### src/rtl/array_feeder.sv
// array_feeder
//   Transmit side of the output-stationary systolic array interface. Accepts one
//   ifm vector and one wght vector per reduction step through a valid/ready
//   handshake. It holds each pair for one bit-serial MAC slot of 2**IDEPTH cycles
//   and skews rows and columns to match PE forwarding. After the last step it
//   lets the skew pipes empty, then runs the en_o/clr_o drain sequence and
//   pulses done.
//
// Ports
//   clk, rst              clock; synchronous active-high reset
//   start, k_len          begin a tile of k_len reduction steps (sampled in IDLE)
//   in_valid, in_ready    handshake for in_ifm / in_wght
//   in_ifm, in_wght       signed operand vectors (element h -> row h, w -> column w)
//   en_i, clr_i, mac_done per-row controls, row h delayed h+1 cycles
//   ifm                   per-row operand, aligned with en_i
//   en_w, clr_w, wght     per-column weight controls/operand, column w delayed w+1
//   en_o, clr_o           per-column ofm shift enable / register clear
//   busy                  high in any state but IDLE
//   done                  one-cycle pulse in the last TAIL cycle
//
// state | meaning
// IDLE  | waiting for start with non-zero k_len
// LOAD  | accepting vectors, one per MAC slot, until k_len steps are issued
// FLUSH | HEIGHT+WIDTH cycles with no controls so the skew pipes empty
// DRAIN | en_o for HEIGHT cycles, then clr_o for one cycle
// TAIL  | WIDTH cycles for the drain skew to finish; done on the last one

module array_feeder #(
  parameter int HEIGHT = 8,
  parameter int WIDTH  = 8,
  parameter int IWIDTH = 8,
  parameter int IDEPTH = 3,
  parameter int KWIDTH = 8
) (
  input  logic                           clk,
  input  logic                           rst,
  input  logic                           start,
  input  logic [KWIDTH-1:0]              k_len,
  input  logic                           in_valid,
  output logic                           in_ready,
  input  logic [HEIGHT-1:0][IWIDTH-1:0]  in_ifm,
  input  logic [WIDTH-1:0][IWIDTH-1:0]   in_wght,
  output logic [HEIGHT-1:0]              en_i,
  output logic [HEIGHT-1:0]              clr_i,
  output logic [HEIGHT-1:0]              mac_done,
  output logic [HEIGHT-1:0][IWIDTH-1:0]  ifm,
  output logic [WIDTH-1:0]               en_w,
  output logic [WIDTH-1:0]               clr_w,
  output logic [WIDTH-1:0][IWIDTH-1:0]   wght,
  output logic [WIDTH-1:0]               en_o,
  output logic [WIDTH-1:0]               clr_o,
  output logic                           busy,
  output logic                           done
);

  localparam int SLOT = 2 ** IDEPTH;
  localparam int PW   = $clog2(HEIGHT + WIDTH + 1);

  typedef enum logic [2:0] {
    IDLE  = 3'd0,
    LOAD  = 3'd1,
    FLUSH = 3'd2,
    DRAIN = 3'd3,
    TAIL  = 3'd4
  } state_t;

  state_t                          state_q, state_d;
  logic [KWIDTH-1:0]               k_q, k_d;
  logic [KWIDTH-1:0]               step_q, step_d;
  logic [IDEPTH-1:0]               slot_q, slot_d;
  logic [PW-1:0]                   phase_q, phase_d;
  logic                            done_q, done_d;
  logic [HEIGHT-1:0][IWIDTH-1:0]   ifm_q, ifm_d;
  logic [WIDTH-1:0][IWIDTH-1:0]    wght_q, wght_d;

  // Unskewed controls, one value per cycle, fanned out through the skew pipes
  logic ready_c, accept, en_u, clr_u, mac_u, en_o_u, clr_o_u;

  logic [HEIGHT-1:0] en_row_q, clr_row_q, mac_row_q;
  logic [WIDTH-1:0]  en_col_q, clr_col_q, en_o_col_q, clr_o_col_q;

  always_comb begin
    state_d = state_q;
    k_d     = k_q;
    step_d  = step_q;
    slot_d  = slot_q;
    phase_d = phase_q;
    ifm_d   = ifm_q;
    wght_d  = wght_q;
    ready_c = 1'b0;
    accept  = 1'b0;
    en_u    = 1'b0;
    clr_u   = 1'b0;
    mac_u   = 1'b0;
    en_o_u  = 1'b0;
    clr_o_u = 1'b0;

    case (state_q)
      IDLE: begin
        if (start && (k_len != '0)) begin
          state_d = LOAD;
          k_d     = k_len;
          step_d  = '0;
          slot_d  = '0;
        end
      end

      LOAD: begin
        ready_c = (slot_q == '0) && (step_q < k_q);
        accept  = ready_c && in_valid;
        // Slot position 0 is the accept cycle itself; a non-zero slot counter
        // means a slot is in flight and runs to completion regardless of valid.
        en_u    = accept || (slot_q != '0);
        clr_u   = accept && (step_q == '0);
        mac_u   = en_u && (slot_q == IDEPTH'(SLOT - 1));
        if (accept) begin
          ifm_d  = in_ifm;
          wght_d = in_wght;
        end
        if (en_u) slot_d = slot_q + IDEPTH'(1);
        if (mac_u) begin
          step_d = step_q + KWIDTH'(1);
          if (step_q == k_q - KWIDTH'(1)) begin
            state_d = FLUSH;
            phase_d = PW'(HEIGHT + WIDTH - 1);
          end
        end
      end

      FLUSH: begin
        if (phase_q == '0) begin
          state_d = DRAIN;
          phase_d = PW'(HEIGHT);
        end else begin
          phase_d = phase_q - PW'(1);
        end
      end

      DRAIN: begin
        // phase HEIGHT..1 shifts the ofm out, phase 0 clears it
        en_o_u  = (phase_q != '0);
        clr_o_u = (phase_q == '0);
        if (phase_q == '0) begin
          state_d = TAIL;
          phase_d = PW'(WIDTH - 1);
        end else begin
          phase_d = phase_q - PW'(1);
        end
      end

      TAIL: begin
        if (phase_q == '0) begin
          state_d = IDLE;
        end else begin
          phase_d = phase_q - PW'(1);
        end
      end

      default: state_d = IDLE;
    endcase

    // Registered done lands exactly on the last TAIL cycle
    done_d = (state_d == TAIL) && (phase_d == '0);
  end

  always_ff @(posedge clk) begin
    if (rst) begin
      state_q     <= IDLE;
      k_q         <= '0;
      step_q      <= '0;
      slot_q      <= '0;
      phase_q     <= '0;
      done_q      <= 1'b0;
      ifm_q       <= '0;
      wght_q      <= '0;
      en_row_q    <= '0;
      clr_row_q   <= '0;
      mac_row_q   <= '0;
      en_col_q    <= '0;
      clr_col_q   <= '0;
      en_o_col_q  <= '0;
      clr_o_col_q <= '0;
    end else begin
      state_q <= state_d;
      k_q     <= k_d;
      step_q  <= step_d;
      slot_q  <= slot_d;
      phase_q <= phase_d;
      done_q  <= done_d;
      ifm_q   <= ifm_d;
      wght_q  <= wght_d;
      en_row_q[0]    <= en_u;
      clr_row_q[0]   <= clr_u;
      mac_row_q[0]   <= mac_u;
      en_col_q[0]    <= en_u;
      clr_col_q[0]   <= clr_u;
      en_o_col_q[0]  <= en_o_u;
      clr_o_col_q[0] <= clr_o_u;
      for (int h = 1; h < HEIGHT; h++) begin
        en_row_q[h]  <= en_row_q[h-1];
        clr_row_q[h] <= clr_row_q[h-1];
        mac_row_q[h] <= mac_row_q[h-1];
      end
      for (int w = 1; w < WIDTH; w++) begin
        en_col_q[w]    <= en_col_q[w-1];
        clr_col_q[w]   <= clr_col_q[w-1];
        en_o_col_q[w]  <= en_o_col_q[w-1];
        clr_o_col_q[w] <= clr_o_col_q[w-1];
      end
    end
  end

  // Triangular data pipes: lane h carries only its own element, h+1 deep,
  // so the operand arrives in lockstep with that lane's enable.
  for (genvar h = 0; h < HEIGHT; h++) begin : g_row
    logic [IWIDTH-1:0] pipe_q [h+1];
    always_ff @(posedge clk) begin
      if (rst) begin
        for (int i = 0; i <= h; i++) pipe_q[i] <= '0;
      end else begin
        pipe_q[0] <= ifm_d[h];
        for (int i = 1; i <= h; i++) pipe_q[i] <= pipe_q[i-1];
      end
    end
    assign ifm[h] = pipe_q[h];
  end

  for (genvar w = 0; w < WIDTH; w++) begin : g_col
    logic [IWIDTH-1:0] pipe_q [w+1];
    always_ff @(posedge clk) begin
      if (rst) begin
        for (int i = 0; i <= w; i++) pipe_q[i] <= '0;
      end else begin
        pipe_q[0] <= wght_d[w];
        for (int i = 1; i <= w; i++) pipe_q[i] <= pipe_q[i-1];
      end
    end
    assign wght[w] = pipe_q[w];
  end

  assign in_ready = ready_c;
  assign busy     = (state_q != IDLE);
  assign done     = done_q;
  assign en_i     = en_row_q;
  assign clr_i    = clr_row_q;
  assign mac_done = mac_row_q;
  assign en_w     = en_col_q;
  assign clr_w    = clr_col_q;
  assign en_o     = en_o_col_q;
  assign clr_o    = clr_o_col_q;

endmodule
### config.mk
export PLATFORM = sky130hd
export DESIGN_NAME = array_feeder
export DESIGN_NICKNAME = d
export VERILOG_FILES = /design/src/rtl/array_feeder.sv
export SDC_FILE = /design/constraint.sdc
export NUM_CORES = 1
export LEC_CHECK = 0
export ABC_AREA = 0
export CAP_MARGIN = 0
export CORE_AREA = 5 5 215 217
export CTS_CLUSTER_SIZE = 16
export DETAILED_ROUTE_END_ITERATION = 10
export DIE_AREA = 0 0 220 222
export PLACE_DENSITY_LB_ADDON = 0.2
export SLEW_MARGIN = 30
export SYNTH_ARGS = -nofsm -noshare
export SYNTH_HDL_FRONTEND = slang
export SYNTH_SLANG_ARGS = --single-unit
### constraint.sdc
create_clock -name clk -period 4.1 [get_ports clk]
set_input_delay 0.41 -clock clk [delete_from_list [all_inputs] [get_ports clk]]
set_output_delay 0.41 -clock clk [all_outputs]
set_load 0.05 [all_outputs]
==> flow_metrics.env, run 1 <==
export IMPL_grt_pass1_vias=11100
export IMPL_netlist_area_leader_share=0.658
export IMPL_fmax_mhz=303
export IMPL_totalWireLength_um=37300
export IMPL_postCtsResizedCells=0
export IMPL_via_per_inst=4.43
export IMPL_grt_max_degree=144
export IMPL_num_fill_cells=3782
export IMPL_num_nets_final=2069
export IMPL_path_class="flop to output port"
export IMPL_routedWlPerCell_um=14.6
export IMPL_finalSetupViolCount=0
export IMPL_hold_slack_ps=335
export IMPL_crit_arrival_ps=2890
export IMPL_clockRootBuffer="clkbuf_16"
export IMPL_hold_viol=0
export IMPL_ctsHtreeMaxLevel=3
export IMPL_hpwlAfterDp_um=24000
export IMPL_clock_sinks=644
export IMPL_tritoncts="done"
export IMPL_grt_overflow_total=0
export IMPL_async_reset_ff_frac=0
export IMPL_fin_skew_ps=17.7
export IMPL_period_needed_ps=3300
export IMPL_die_w_um=220
export IMPL_place_gp_congestion=0.805
export IMPL_finalSetupTns_ps=0
export IMPL_worstPathMaxFanout=6
export IMPL_clock_path_buffers=3
export IMPL_final_seq_area_mm2=0.0129
export IMPL_ir_drop_uv=288
export IMPL_cp_required_ps=3690
export IMPL_die_y_um=222
export IMPL_clk_pin_slew_worst_paths_ps=60
export IMPL_clock_latency_ps=580
export IMPL_final_cells=2558
export IMPL_drc=0
export IMPL_maxCapViolations=0
export IMPL_core_mm2=0.0439
export IMPL_cts_hold_buf=0
export IMPL_startpoint_type="flop"
export IMPL_multi_input_area_mm2=0.00559
export IMPL_endpoint_kind="output port"
export IMPL_ys_seq_area_frac=0.658
export IMPL_port_buffers=326
export IMPL_ant_nets=0
export IMPL_outcome="complete, no violations"
export IMPL_grt_pass1_wl_um=59100
export IMPL_avgSynthCellArea_um2=11.6
export IMPL_hp_class="input pin to flop"
export IMPL_post_place_cells=2435
export IMPL_area_growth_synth_to_final_pct=27.3
export IMPL_tightest_slew_ps=968
export IMPL_drv_slew=0
export IMPL_synth_nets=1840
export IMPL_cts_setup_buffers=0
export IMPL_yosysTopAreaCell="dfxtp_1"
export IMPL_antenna_found_initial=4
export IMPL_final_cell_area_mm2=0.0250
export IMPL_period_share=0.804
export IMPL_netlist_cell_type_count=57
export IMPL_synth_warnings=0
export IMPL_first_pass_iters=4
export IMPL_synth_ff_type="dfxtp_1"
export IMPL_rows=77
export IMPL_grt_usage=0.149
export IMPL_rsz0062_at_grt="no"
export IMPL_power_leakage_uw=0.00969
export IMPL_syn_inst=1683
export IMPL_ys_ff_latch=644
export IMPL_p_per_area_mw_per_mm2=533
export IMPL_die_area_mm2=0.0488
export IMPL_drt_initial_drc_count=516
export IMPL_syn_area_mm2=0.0196
export IMPL_min_path_cells=2
export IMPL_synth_edf_count=0
export IMPL_max_slew_margin_rel=0.355
export IMPL_drive_above_1_share=0.0682
export IMPL_vias=11300
export IMPL_r2r_cells=8
export IMPL_diodes=0
export IMPL_synth_area_leaders="dfxtp_1 66%, nor2b_1 16%, o22a_1 5.0%"
export IMPL_numCtsBuffers=67
export IMPL_ios=327
export IMPL_start_util=0.446
export IMPL_place_area_mm2=0.0227
==> flip-flops by register name, summed over array words and instances, names as in the netlist <==
| register | count |
|---|---|
| mac_done | 8 |
| step_q | 8 |
| phase_q | 5 |
| g_row.pipe_q | 244 |
| k_q | 8 |
| clr_o | 8 |
| g_col.pipe_q | 244 |
| ifm_q | 44 |
| done | 1 |
| slot_q | 3 |
| clr_i | 8 |
| en_i | 8 |
| wght_q | 44 |
| en_o | 8 |
| state_q | 3 |
==> cell usage in the layout, fill, tap and decap left out, drive strengths merged, types with 8 or more instances in the layout <==
cell type	n
nor3	10
clkinv	17
buf	11
ha	17
a21oi	37
clkdlybuf4s50	325
clkbuf	93
inv	25
dfxtp	644
nor2	24
nand2	45
nand3	10
mux2i	8
o22a	112
nor2b	488
==> Yosys cell counts, types with 3 or more instances <==
master      n
a21o_1      3
a21oi_1    36
a221oi_1    3
a31oi_1     3
and2_1      3
and3_1      3
buf_2      18
buf_4      80
buf_6       8
clkbuf_1   68
dfxtp_1   644
ha_1       17
inv_1      19
mux2i_1     8
nand2_1    45
nand2b_1    3
nand3_1    10
nand4_1     5
nor2_1     23
nor2b_1   488
nor3_1      9
nor4_1      3
o211ai_1    6
o21ai_0     7
o22a_1    112
o31ai_1     4
or3_1       3
or4_1       4
xnor2_1     4
xor2_1      7
==> critical path, cell delays in order, from the launching register on <==
cell,delay (ps)
dfxtp_1,430
inv_1,70
ha_1,320
a21oi_1,260
a21oi_2,150
nor3_1,210
clkdlybuf4s50_1,890
==> report_power, final <==
group          switching (uW)  internal (uW)
logic                     389            334
clock network            2400           3690
registers                48.9           6450
total                    2840          10500
==> routing by layer <==
| layer | global-route usage | up-vias | share of wire |
|---|---|---|---|
| met1 | 0.188 | 5152 | 0.44 |
| met4 | 0.0457 | 8 | 0.017 |
| met2 | 0.235 | 280 | 0.45 |
| met3 | 0.0617 | 58 | 0.089 |
| li1 | - | 5846 | - |
| met5 | 0 | - | 0.0016 |
==> logic make-up after synthesis <==
kind of cell,count (synthesis),synth area share
DFF,644,0.658
and+or+nand+nor,609,0.186
buffers and inverters,196,0.0571
AOI/OAI and AO/OA,196,0.0781
muxes,10,0.00523
adders and majority gates,17,0.0109
xor gates and xnor gates,11,0.00491
==> worst paths after layout <==
kind	slack, ps	endpoint	start
max	800	in_ready	k_q[3]
min	330	g_col[2].pipe_q[0][21]	rst
max reg2reg	900	wght_q[36]	k_q[3]
min reg2reg	430	g_col[2].pipe_q[0][17]	g_col[2].pipe_q[0][9]
==> metrics by stage <==
stage | utilization | power, uW | setup slack, ps
CTS | 0.568 | 13500 | 784
detailed placement | 0.516 | 7370 | 889
finish | 0.568 | 13300 | 804
floorplan | - | 7100 | 1510
global route | 0.568 | 13900 | 637
global placement | 0.516 | 7360 | 971
==> cell type report <==
type / count / area share
clock inverter: 30 / 0.0131
multi-input combinational: 843 / 0.224
clock buffer: 93 / 0.0785
timing repair buffer: 336 / 0.135
inverter: 20 / 0.00301
tap: 592 / 0.0297
sequential: 644 / 0.517
Note: power is estimated with default switching activity, not from simulation.
==> run 2: changes to the inputs <==
==> constraint.sdc (replaced) <==
create_clock -name clk -period 3.2 [get_ports clk]
set_input_delay 0.32 -clock clk [delete_from_list [all_inputs] [get_ports clk]]
set_output_delay 0.32 -clock clk [all_outputs]
set_load 0.05 [all_outputs]
==> run 2 against run 1 <==
Via count up 1.6%. Utilization up 0.10 points. Clock-buffer cell count is 5 higher. Clock power is 26% higher. First-iteration DRC count shrank 9.9%. Sequential share of layout area fell by 0.093 points. Combinational power is 30% higher. Total power is 27% higher. Cell count is 0.16% higher.
==> flow_metrics.env, run 2 (same netlist as run 1, synthesis figures left out) <==
export IMPL_outcome="complete, no violations"
export IMPL_maxCapViolations=0
export IMPL_ios=327
export IMPL_ir_drop_uv=467
export IMPL_rrSetupSlack_ps=420
export IMPL_rsz0062_at_grt="no"
export IMPL_final_common_cell="dfxtp_1"
export IMPL_place_gp_congestion=0.807
export IMPL_clock_sinks=644
export IMPL_cp_slowest_stage_delay_ps=580
export IMPL_finalSetupTns_ps=0
export IMPL_cp_top_family="buffers and inverters"
export IMPL_cp_required_ps=2880
export IMPL_grt_pass1_vias=11100
export IMPL_drv_slew=0
export IMPL_hp_class="input pin to flop"
export IMPL_crit_arrival_ps=2570
export IMPL_cp_num_cells=6
export IMPL_cts_hold_buf=0
export IMPL_crit_chain="inv_1 > ha_1 > a21oi_1 > a21oi_2 > nor3_1 > dlygate4sd2_1"
export IMPL_path_class="flop to output port"
export IMPL_path_buf_inv=2
export IMPL_clockRootBuffer="clkbuf_16"
export IMPL_drc=0
export IMPL_start_util=0.446
export IMPL_totalWireLength_um=37000
export IMPL_power_leakage_uw=0.00971
export IMPL_tritoncts="done"
export IMPL_worstPathMaxFanout=6
export IMPL_ctsHtreeMaxLevel=3
export IMPL_finalSetupViolCount=0
export IMPL_max_slew_margin_rel=0.454
export IMPL_clock_path_buffers=3
export IMPL_die_area_mm2=0.0488
export IMPL_endpoint_kind="output port"
export IMPL_fmax_mhz=347
export IMPL_min_path_cells=2
export IMPL_drt_initial_drc_count=465
export IMPL_num_nets_final=2076
export IMPL_r2r_cells=8
export IMPL_top_regs="g_col.pipe_q: 244 flops, g_row.pipe_q: 244 flops"
export IMPL_antenna_found_initial=6
export IMPL_vias=11500
export IMPL_numCtsBuffers=66
export IMPL_grt_max_degree=119
export IMPL_tightest_slew_ps=819
export IMPL_cts_setup_buffers=0
export IMPL_grt_pass1_wl_um=58500
export IMPL_grt_usage=0.148
export IMPL_p_per_area_mw_per_mm2=677
export IMPL_area_growth_synth_to_final_pct=27.5
export IMPL_postCtsResizedCells=1
export IMPL_port_buffers=326
export IMPL_die_w_um=220
export IMPL_routedWlPerCell_um=14.4
export IMPL_core_mm2=0.0439
export IMPL_clock_latency_ps=570
export IMPL_cp_slowest_cell="dlygate4sd2_1"
export IMPL_place_area_mm2=0.0228
export IMPL_clk_pin_slew_worst_paths_ps=60
export IMPL_drive_above_1_share=0.0675
export IMPL_final_cell_area_mm2=0.0250
export IMPL_period_share=0.902
export IMPL_period_needed_ps=2890
export IMPL_fin_skew_ps=18.1
export IMPL_die_y_um=222
export IMPL_hold_viol=0
export IMPL_first_pass_iters=4
export IMPL_rows=77
export IMPL_via_per_inst=4.50
export IMPL_hpwlAfterDp_um=24000
export IMPL_grt_overflow_total=0
export IMPL_most_common_layout_cells="644 x dfxtp_1, 488 x nor2b_1, 324 x clkdlybuf4s50_1, 112 x o22a_1, 69 x clkbuf_16"
export IMPL_ant_nets=0
export IMPL_startpoint_type="flop"
## run 2: per-layer routing
metal / GRT usage / up-vias / wire length (um) / share of wire
met3: 0.0616 / 83 / 3350 / 0.091
met5: 0 / - / 81 / 0.0022
li1: - / 5866 / - / -
met4: 0.0493 / 12 / 779 / 0.021
met1: 0.179 / 5269 / 15800 / 0.43
met2: 0.238 / 301 / 17000 / 0.46
## run 2: worst register-to-register path: stages (launching register included)
cell     delay, ps
dfxtp_1        430
inv_1           70
ha_1           320
a21oi_1        260
a21oi_2        150
or4_4          730
nor2_4         230
buf_12         320
o22a_1         220
## run 2: path summary, 6_finish.rpt
| check | from | end |
|---|---|---|
| hold reg to reg | g_row[6].pipe_q[4][2] | g_row[6].pipe_q[5][2] |
| setup / recovery | k_q[3] | in_ready |
| hold / removal | rst | g_row[2].pipe_q[0][19] |
| setup reg to reg | k_q[3] | ifm_q[35] |
## run 2: stage by stage
step	cells	worst slack, ps	total power (uW)	utilization	hold WS, ps
after floorplan	1683	699	9100	-	414
after global placement	2443	485	9440	0.518	415
after detailed placement	2443	448	9460	0.518	420
after CTS	2561	276	17200	0.569	248
after global routing	2561	122	17600	0.569	281
final	2562	314	16900	0.569	247
## run 2: power breakdown
| part | leakage, uW | switching, uW | total (uW) | internal [uW] |
|---|---|---|---|---|
| combinational | 0.00340 | 503 | 941 | 439 |
| clock | 0.00110 | 3030 | 7660 | 4630 |
| sequential | 0.00521 | 59.8 | 8330 | 8270 |
## run 2: final cells by class
| cell class | instances | area (um2) |
|---|---|---|
| clock inverter | 20 | 255 |
| sequential | 644 | 12900 |
| multi-input combinational | 843 | 5590 |
| timing repair buffer | 344 | 3460 |
| antenna | 1 | 2.50 |
| clock buffer | 98 | 1980 |
| fill | 3765 | 18900 |
| inverter | 20 | 75.1 |
| tap | 592 | 741 |
